### src/rtl/debounce_edge_detect.sv
// rtl/debounce_edge_detect.sv - stable-count debouncer with registered level and rise/fall pulses
// Optional press counter enabled by defining DEBOUNCE_PRESS_CNT_EN.
module debounce_edge_detect #(
    parameter int STABLE_CYCLES = 16,
    parameter int CNT_W         = 8
) (
    input  logic       clk,
    input  logic       rst,
    input  logic       d,
    output logic       level,
    output logic       rise,
    output logic       fall
`ifdef DEBOUNCE_PRESS_CNT_EN
    ,
    output logic [7:0] press_cnt
`endif
);

    typedef enum logic [1:0] {
        IDLE_LOW,
        WAIT_HIGH,
        IDLE_HIGH,
        WAIT_LOW
    } state_t;

    // The last count value before acceptance; reaching it while d still differs
    // means this edge is the STABLE_CYCLES-th consecutive differing sample.
    localparam logic [CNT_W-1:0] CNT_LAST = CNT_W'(STABLE_CYCLES - 1);
    localparam logic [CNT_W-1:0] CNT_ONE  = CNT_W'(1);

    state_t           state;
    logic [CNT_W-1:0] cnt;

    always_ff @(posedge clk) begin
        if (rst) begin
            state <= IDLE_LOW;
            cnt   <= '0;
            level <= 1'b0;
            rise  <= 1'b0;
            fall  <= 1'b0;
`ifdef DEBOUNCE_PRESS_CNT_EN
            press_cnt <= 8'd0;
`endif
        end else begin
            rise <= 1'b0;
            fall <= 1'b0;
            case (state)
                IDLE_LOW: begin
                    if (d) begin
                        state <= WAIT_HIGH;
                        cnt   <= CNT_ONE;
                    end else begin
                        cnt <= '0;
                    end
                end
                WAIT_HIGH: begin
                    if (!d) begin
                        state <= IDLE_LOW;
                        cnt   <= '0;
                    end else if (cnt == CNT_LAST) begin
                        state <= IDLE_HIGH;
                        cnt   <= '0;
                        level <= 1'b1;
                        rise  <= 1'b1;
`ifdef DEBOUNCE_PRESS_CNT_EN
                        press_cnt <= press_cnt + 8'd1;
`endif
                    end else begin
                        cnt <= cnt + CNT_ONE;
                    end
                end
                IDLE_HIGH: begin
                    if (!d) begin
                        state <= WAIT_LOW;
                        cnt   <= CNT_ONE;
                    end else begin
                        cnt <= '0;
                    end
                end
                WAIT_LOW: begin
                    if (d) begin
                        state <= IDLE_HIGH;
                        cnt   <= '0;
                    end else if (cnt == CNT_LAST) begin
                        state <= IDLE_LOW;
                        cnt   <= '0;
                        level <= 1'b0;
                        fall  <= 1'b1;
                    end else begin
                        cnt <= cnt + CNT_ONE;
                    end
                end
                default: begin
                    state <= IDLE_LOW;
                    cnt   <= '0;
                    level <= 1'b0;
                end
            endcase
        end
    end

endmodule

### config.mk
export PLATFORM = sky130hd
export DESIGN_NAME = debounce_edge_detect
export DESIGN_NICKNAME = d
export VERILOG_FILES = /design/src/rtl/debounce_edge_detect.sv
export SDC_FILE = /design/constraint.sdc
export NUM_CORES = 1
export LEC_CHECK = 0
export CORE_ASPECT_RATIO = 1.25
export CORE_MARGIN = 1.5
export CORE_UTILIZATION = 30
export DETAILED_ROUTE_END_ITERATION = 7
export GPL_TIMING_DRIVEN = 0
export PLACE_DENSITY = 0.51
export SYNTH_ARGS = -nofsm -noshare
export SYNTH_HDL_FRONTEND = slang
export SYNTH_SLANG_ARGS = --single-unit
### constraint.sdc
create_clock -name clk -period 4.3 [get_ports clk]
set_clock_uncertainty 0.05 [all_clocks]
set_input_delay 0.43 -clock clk [delete_from_list [all_inputs] [get_ports clk]]
set_output_delay 0.43 -clock clk [all_outputs]
set_load 0.02 [all_outputs]
* Word level (Yosys, flattened, before mapping) *
Index checks and enable logic that the tools add are counted.

operators by class
  eq/ne operators = 12
  reductions and logical operators = 6
  $add $sub $neg = 1
  order comparisons = 0
  shift-type cells = 0
  div/mod/pow operators = 0
  multiplexer cells = 19
  bitwise logic cells = 3
  $mul = 0

operator list
  operator             number
  $pmux 8 s4           1
  $mux 8               3
  $mux 2               6
  $ne 2x2->1 const B   6
  $add 8x1->8 const B  1
  $eq 8x4->1 const B   1
  $pmux 2 s4           1
  $mux 1               7
  $ne 3x3->1 const B   2
  $reduce_or 3->1      2
  $reduce_and 5->1     1
  $eq 2x2->1 const B   2
  $reduce_and 4->1     1
  $not 1->1            3
  $eq 2x1->1 const B   1
  $logic_not 2->1      1
  $pmux 1 s2           1
  $reduce_bool 2->1    1

word-level totals
  bits in registers = 13
  bits in writable memories = 0
  logic and storage cells = 46
  output and inout port bits = 3
  ROM bits = 0
  latch bits = 0
  memories = 0

* Longest topological paths before layout *
Gate-level depths: netlist of run 1.

  word-level depth = 4
  depth in mapped cells = 5
  mapped depth without buffers = 4

* Worst setup path after synthesis of run 1 *
Ideal clock, no wire load.

  kind = reg2reg
  start point = register cnt[0]
  end point = register cnt[2]
  slack = 2906 ps
  data arrival time = 1249 ps
  library setup time = 95 ps
  data required time = 4155 ps
  clock period less this slack = 1394 ps
  stages on the path, launching flop included = 6
  cells stage by stage = dfxtp_1 ha_1 and3_1 clkbuf_1 a21o_1 a221oi_1

on the way
  longest elaborated chain between the ends = 4
  elaborated cells on any way between the ends = 6
  classes of those cells = add/sub: 1; eq/ne: 1; mux: 4

RTL lines
  item                                              RTL line  source
  from (decl)                                       32        logic [CNT_W-1:0] cnt;
  from (signal assigned)                            69        cnt <= cnt + CNT_ONE;
  from (signal assigned)                            90        cnt <= cnt + CNT_ONE;
  $add 8x1->8 / $eq 8x4->1 (equally long branches)  -
  $mux 8 (*)                                        60, 84
  $mux 8, on equally long branches                  81, 57
  $pmux 8 s4 (*)                                    47        case (state)

Every way passes the cells marked *; elsewhere a longest branch is shown, timed or not.
A chain may end at the register's enable or synchronous reset.

* Worst setup path after layout of run 1 *
  start point = register level
  end point = output port level

RTL lines
  item                    RTL line  source
  from (decl)             10        output logic level,
  from (signal assigned)  38        level <= 1'b0;
  from (signal assigned)  63        level <= 1'b1;
  from (signal assigned)  87        level <= 1'b0;

No word-level cell between the ends.

==> flow_summary_export.csv, run 1 <==
group,metric,value,unit
critical_path,critical_path.top_delay_family,"buffers and inverters",
synth,synth_xor_area_share,1.48,%
pwr,ir_drop,188,uV
routing,drc,0,
synth,synth.distinct_cells,27,
sta,worstMarginPinSlew,0.390,ns
grt,grt_pass1_vias,495,
clock_tree,cts_tree,"yes",
placed_design,place_hpwl,928,um
worst_hold_path,hold_class,"reg2reg",
clock_tree,h-tree-depth,1,
critical_path,r2r_start,"cnt[0]",
synth,synth_compound_area_share,24.3,%
sta,fin_crit,1.68,ns
floorplanning,initial_core_util,32.7,%
grt,grt_max_degree,8,
synth,syn_avg_cell_area,9.25,um2
critical_path,crit_arrival,1.20,ns
worst_hold_path,whs_endpoint,"cnt[0]",
sta,finalCritPeriodShare,39.1,%
layout,nets,78,
synth,yosysTopAreaCell,"dfxtp_1",
clock_tree,ctsHoldBuffers,0,
grt,grt.overflow.total,0,
pwr,p_per_area,298,nW/um2
floorplanning,rows,17,
critical_path,critPathBufInv,1,
placed_design,port_buffers,5,
clock_tree,clock_sinks,13,
clock_tree,post_cts_buffers,0,
routing,dr.pass1.iters,4,
grt,antenna_found_initial,0,
layout,area_growth,16.9,%
layout,multi_input_area,317,um2
clock_tree,cts_max_path_buffers,2,
synth,synthMuxAreaShare,0,%
sta,slew_viol_final,0,
routing,vias_per_cell,5.43,
critical_path,worst-path-max-fanout,2,
synth,synthSimpleGateAreaFrac,25.6,%
synth,syn-num-nets,68,
routing,wl_per_cell,13.0,um
floorplanning,io_pins,6,
grt,grt.total_usage,12.5,%
critical_path,required,3.82,ns
sta,setup-violations-final,0,
layout,final_common_cell,"dfxtp_1",
synth,synth_warnings,0,
synth,ys_seq_area_share,44.0,%
grt,grt_pass1_wl,2.03,mm
floorplanning,die_h,52.7,um
critical_path,cpPeakStageDelay,0.60,ns
clock_tree,postCtsResizedCells,0,
critical_path,startpoint_type,"register",
critical_path,reg2reg_depth,5,
layout,num_antenna_cells,0,
routing,totalWireLength,1.20,mm
clock_tree,cts_buffers,3,
clock_tree,cts_root_buf,"clkbuf_4",
critical_path,rr_endpoint,"level",
synth,synth_top_family_by_area,"simple AND/OR/NAND/NOR gates",
pwr,p_leak,0.230,nW
synth,synthesis.area,592,um2
synth,synthTopCellsByArea,"dfxtp_1, a21oi_1, nand2b_1",
synth,yosys_register_bits,13,
routing,dr_total_vias,500,
sta,rsz0062_at_grt,"false",
sta,fmaxAchievable,0.595,GHz
layout,ff_latch_area,260,um2
floorplanning,die-area,2250,um2
layout,drive_gt1_share,8.22,%
sta,setup_tns,0,ns
routing,ant_nets,0,
worst_hold_path,hold_start,"state[0]",
sta,hold_viol_final,0,
synth,synthAdderAreaFrac,2.11,%
critical_path,end_kind,"primary output",
clock_tree,clk_pin_slew,0.08,ns
floorplanning,die_w,42.7,um
worst_hold_path,holdPathStages,1,
layout,n_fill_cell,192,
critical_path,r2r_slack,2.70,ns
placed_design,finalWeightedCongestion,0.713,
outcome,outcome,"complete, no violations",
layout,utilization,38.3,%
critical_path,path_cells,"clkdlybuf4s50_1",
synth,synth.top_cell.area_share,44.0,%
critical_path,crit_type,"reg2out",
routing,drtIter0Drc,4,
critical_path,slowest_stage,"clkdlybuf4s50_1",
clock_tree,insertion_delay,0.27,ns
layout,final_cell_mix,"dfxtp_1, a21oi_1, clkdlybuf4s50_1",
synth,synth_cells,64,
run,max_cap_viol_count,0,
sta,relSlewSlack,73.8,%
floorplanning,coreArea,1810,um2
==> worst max path at each step <==
| stage | depth (start not counted) | to | from | slack [ns] |
|---|---|---|---|---|
| after global routing | 5 | level | cnt[0] | 2.53 |
| after CTS | 1 | level | level | 2.61 |
| after detailed placement | 4 | cnt[3] | d | 2.56 |
| final | 1 | level | level | 2.62 |
| after global placement | 4 | cnt[3] | d | 2.57 |
| after floorplan | 5 | cnt[2] | cnt[0] | 2.91 |
==> cells by family after synthesis <==
family | after synthesis
adders and majority gates | 1
and+or+nand+nor | 24
AOI/OAI and AO/OA | 21
buffers and inverters | 4
DFF | 13
xor gates and xnor gates | 1
==> layer usage <==
metal | wire length, um | track usage [%] | up-vias
met5 | 0 | 0 | -
met4 | 29 | 9.38 | 0
met3 | 41 | 2.07 | 4
met2 | 593 | 22.5 | 8
met1 | 532 | 12.7 | 225
li1 | - | - | 263
==> worst reg2reg max path: stages, from the launching register on <==
cell and delay, ns:
dfxtp_1 0.41, ha_1 0.26, and3_1 0.17, clkbuf_1 0.23, nand2_1 0.14, o41ai_1 0.23
==> power breakdown <==
part | internal (W) | switching (W)
clock | 0.0000360 | 0.0000386
sequential | 0.000121 | 0.00000155
combinational | 0.00000388 | 0.00000449
total | 0.000161 | 0.0000446
==> stage by stage <==
stage	power (W)	hold WS (ns)	setup WS, ns	area [um2]	instances
after floorplan	0.000130	0.416	2.91	592	64
after global placement	0.000134	0.456	2.57	666	88
after detailed placement	0.000134	0.447	2.56	666	88
after CTS	0.000209	0.468	2.61	692	92
after global routing	0.000215	0.509	2.53	692	92
final	0.000206	0.465	2.62	692	92
==> area by class of cell <==
cell class | instances | share of cell area, %
repair buffers | 5 | 7.23
multi-input cells | 47 | 45.8
plain buffers | 1 | 0.542
flip-flops and latches | 13 | 37.6
well taps | 19 | 3.44
clock buffers | 4 | 3.80
inverters | 3 | 1.63
==> sequential cells by signal, indices dropped and copies added, names as in the netlist, named ones only <==
name,cells
level,1
rise,1
state,1
cnt,8
fall,1
==> synthesized netlist by cell type <==
cell type,instances
a21oi_1,6
dfxtp_1,13
xor2_1,1
o21ai_0,4
a31oi_1,2
nand3_1,3
a221oi_1,1
nand2_1,4
nand2b_1,4
a22o_1,1
nor2b_1,2
o31ai_1,1
o211ai_1,1
ha_1,1
or3_1,3
and3_1,1
nor2_1,1
nor4_4,1
o41ai_1,1
a21o_1,2
nand4_1,2
a311oi_1,1
o41ai_2,1
inv_1,3
or4_4,1
nor3_1,2
clkbuf_1,1
(Power assumes the default switching activity.)
==> run 2, diff against run 1 <==
==> constraint.sdc (replaced) <==
create_clock -name clk -period 1.55 [get_ports clk]
set_clock_uncertainty 0.05 [all_clocks]
set_input_delay 0.155 -clock clk [delete_from_list [all_inputs] [get_ports clk]]
set_output_delay 0.155 -clock clk [all_outputs]
set_load 0.02 [all_outputs]
==> run 2 against run 1 <==
Sequential power grew to 2.8 times the previous value. Global-route usage unchanged. Die area unchanged. Sequential share of layout area is 0.27 points lower. Critical endpoint is now cnt[5]. Clock power grew to 2.7 times the previous value. Register-to-register slack worse by 2.6 ns. Critical path depth rose by 2. Non-clock buffer count decreased by 1. Via count shrank 0.40%. Routed wire length down 0.50%.
==> flow_summary_export.csv, run 2 (synthesis gave the netlist of run 1 again) <==
group,metric,value,unit
grt,antenna_found_initial,0,
critical_path,end_kind,"register",
pwr,p_total,0.000568,W
routing,wl_per_cell,13.1,um
pwr,combPwrFrac,4.2,%
floorplanning,coreArea,1810,um2
layout,largest_reg_flops,8,
placed_design,port_buffers,5,
layout,area_growth,19.5,%
critical_path,crit_type,"reg2reg",
sta,hold_viol_final,0,
placed_design,place_ws,-0.0224,ns
clock_tree,post_cts_buffers,0,
routing,ant_nets,0,
layout,utilization,39.1,%
grt,grt.overflow.total,0,
clock_tree,cts_tree,"yes",
routing,dr_total_vias,498,
grt,grt_pass1_vias,486,
pwr,p_seq_share,60.1,%
sta,relSlewSlack,74.4,%
layout,final_cell_mix,"dfxtp_1, a21oi_1, clkdlybuf4s50_1",
clock_tree,clock_sinks,13,
pwr,p_int,0.000448,W
layout,num_antenna_cells,0,
layout,final_common_cell,"dfxtp_1",
placed_design,place_hpwl,928,um
pwr,p_switching,0.000120,W
critical_path,required,1.65,ns
pwr,p_leak,0.229,nW
placed_design,dpl_cell_area,666,um2
placed_design,finalWeightedCongestion,0.713,
critical_path,r2r_start,"cnt[6]",
sta,slew_viol_final,0,
layout,nets,77,
clock_tree,cts_buffers,3,
clock_tree,h-tree-depth,1,
critical_path,r2r_slack,0.08,ns
clock_tree,cts_root_buf,"clkbuf_4",
sta,finalWorstSetupSlack,0.0760,ns
routing,totalWireLength,1.19,mm
clock_tree,cts_max_path_buffers,2,
grt,grt_max_degree,8,
critical_path,startpoint_type,"register",
floorplanning,io_pins,6,
grt,grt_pass1_wl,2.03,mm
floorplanning,initial_core_util,32.7,%
sta,rsz0062_at_grt,"true",
pwr,swShare,21.2,%
floorplanning,die_h,52.7,um
pwr,p_per_area,803,nW/um2
layout,multi_input_area,332,um2
grt,grt.total_usage,12.5,%
sta,finalCritPeriodShare,95.1,%
clock_tree,insertion_delay,0.27,ns
layout,fin_area,707,um2
routing,drtIter0Drc,4,
critical_path,worstSetupStartpoint,"cnt[6]",
floorplanning,die-area,2250,um2
critical_path,crit_end,"cnt[5]",
critical_path,worst-path-max-fanout,5,
run,max_cap_viol_count,0,
sta,fmaxAchievable,0.678,GHz
pwr,p_clk_share,35.7,%
clock_tree,clk_pin_slew,0.08,ns
clock_tree,ctsHoldBuffers,0,
layout,top_register,"cnt",
floorplanning,rows,17,
outcome,outcome,"complete, no violations",
worst_hold_path,hold_class,"reg2reg",
layout,ff_latch_area,264,um2
critical_path,reg2reg_depth,3,
sta,fin_crit,1.47,ns
routing,drc,0,
floorplanning,die_w,42.7,um
layout,n_fill_cell,185,
routing,dr.pass1.iters,4,
layout,drive_gt1_share,18.1,%
critical_path,rr_endpoint,"cnt[5]",
critical_path,crit_arrival,1.57,ns
sta,setup-violations-final,0,
pwr,ir_drop,513,uV
routing,vias_per_cell,5.47,
sta,worstMarginPinSlew,0.382,ns
[run 2: cell count changes in the layout (fill, tap and decap cells not counted), sizes merged]
cell,delta
clkbuf,-1
[run 2: layout make-up]
class	count	area share, %
clock buffers	4	3.72
inverters	3	1.59
multi-input cells	47	46.9
flip-flops and latches	13	37.3
well taps	19	3.36
repair buffers	5	7.08
[run 2: per-layer routing]
layer	up-vias	global-route usage, %	wire [um]
met5	-	0	0
met4	0	9.38	15
met3	2	2.07	30
met2	6	22.5	617
met1	231	12.7	527
li1	259	-	-
[run 2: how the worst min path moves through the flow]
stage                        start  endpoint  slack [ns]  depth (start not counted)
after detailed placement  state[0]    cnt[0]        0.45                          1
after global placement    register  register        0.46                          2
after global routing      register  register        0.51                          2
after floorplan                rst  register        0.17                          1
final                     state[0]    cnt[0]        0.46                          1
after CTS                 state[0]    cnt[0]        0.47                          1
[run 2: stage by stage]
| stage | setup TNS (ns) | hold slack, ns | cells |
|---|---|---|---|
| after floorplan | 0 | 0.174 | 64 |
| after global placement | -0.114 | 0.456 | 88 |
| after detailed placement | -0.0224 | 0.447 | 88 |
| after CTS | 0 | 0.468 | 91 |
| after global routing | -0.0863 | 0.509 | 91 |
| final | 0 | 0.463 | 91 |
[run 2: power groups by stage]
stage | sequential (W) | clock (W) | combinational [W]
2_1_floorplan | 0.000348 | 0 | 0.0000125
3_3_place_gp | 0.000349 | 0 | 0.0000226
3_5_place_dp | 0.000349 | 0 | 0.0000230
4_1_cts | 0.000341 | 0.000217 | 0.0000233
5_1_grt | 0.000342 | 0.000230 | 0.0000264
6_report | 0.000341 | 0.000203 | 0.0000238
[run 2: critical path, cell delays in order, from the launching register on]
cell and delay [ns]:
dfxtp_2 0.35, or4_4 0.58, o211ai_1 0.30, a21oi_1 0.07
[run 2: what timing repair did]
item,in CTS,in global routing
pin swaps,0,1
endpoints found under the hold margin,0,0
setup endpoints to repair,3,8
gates resized for setup,1,6
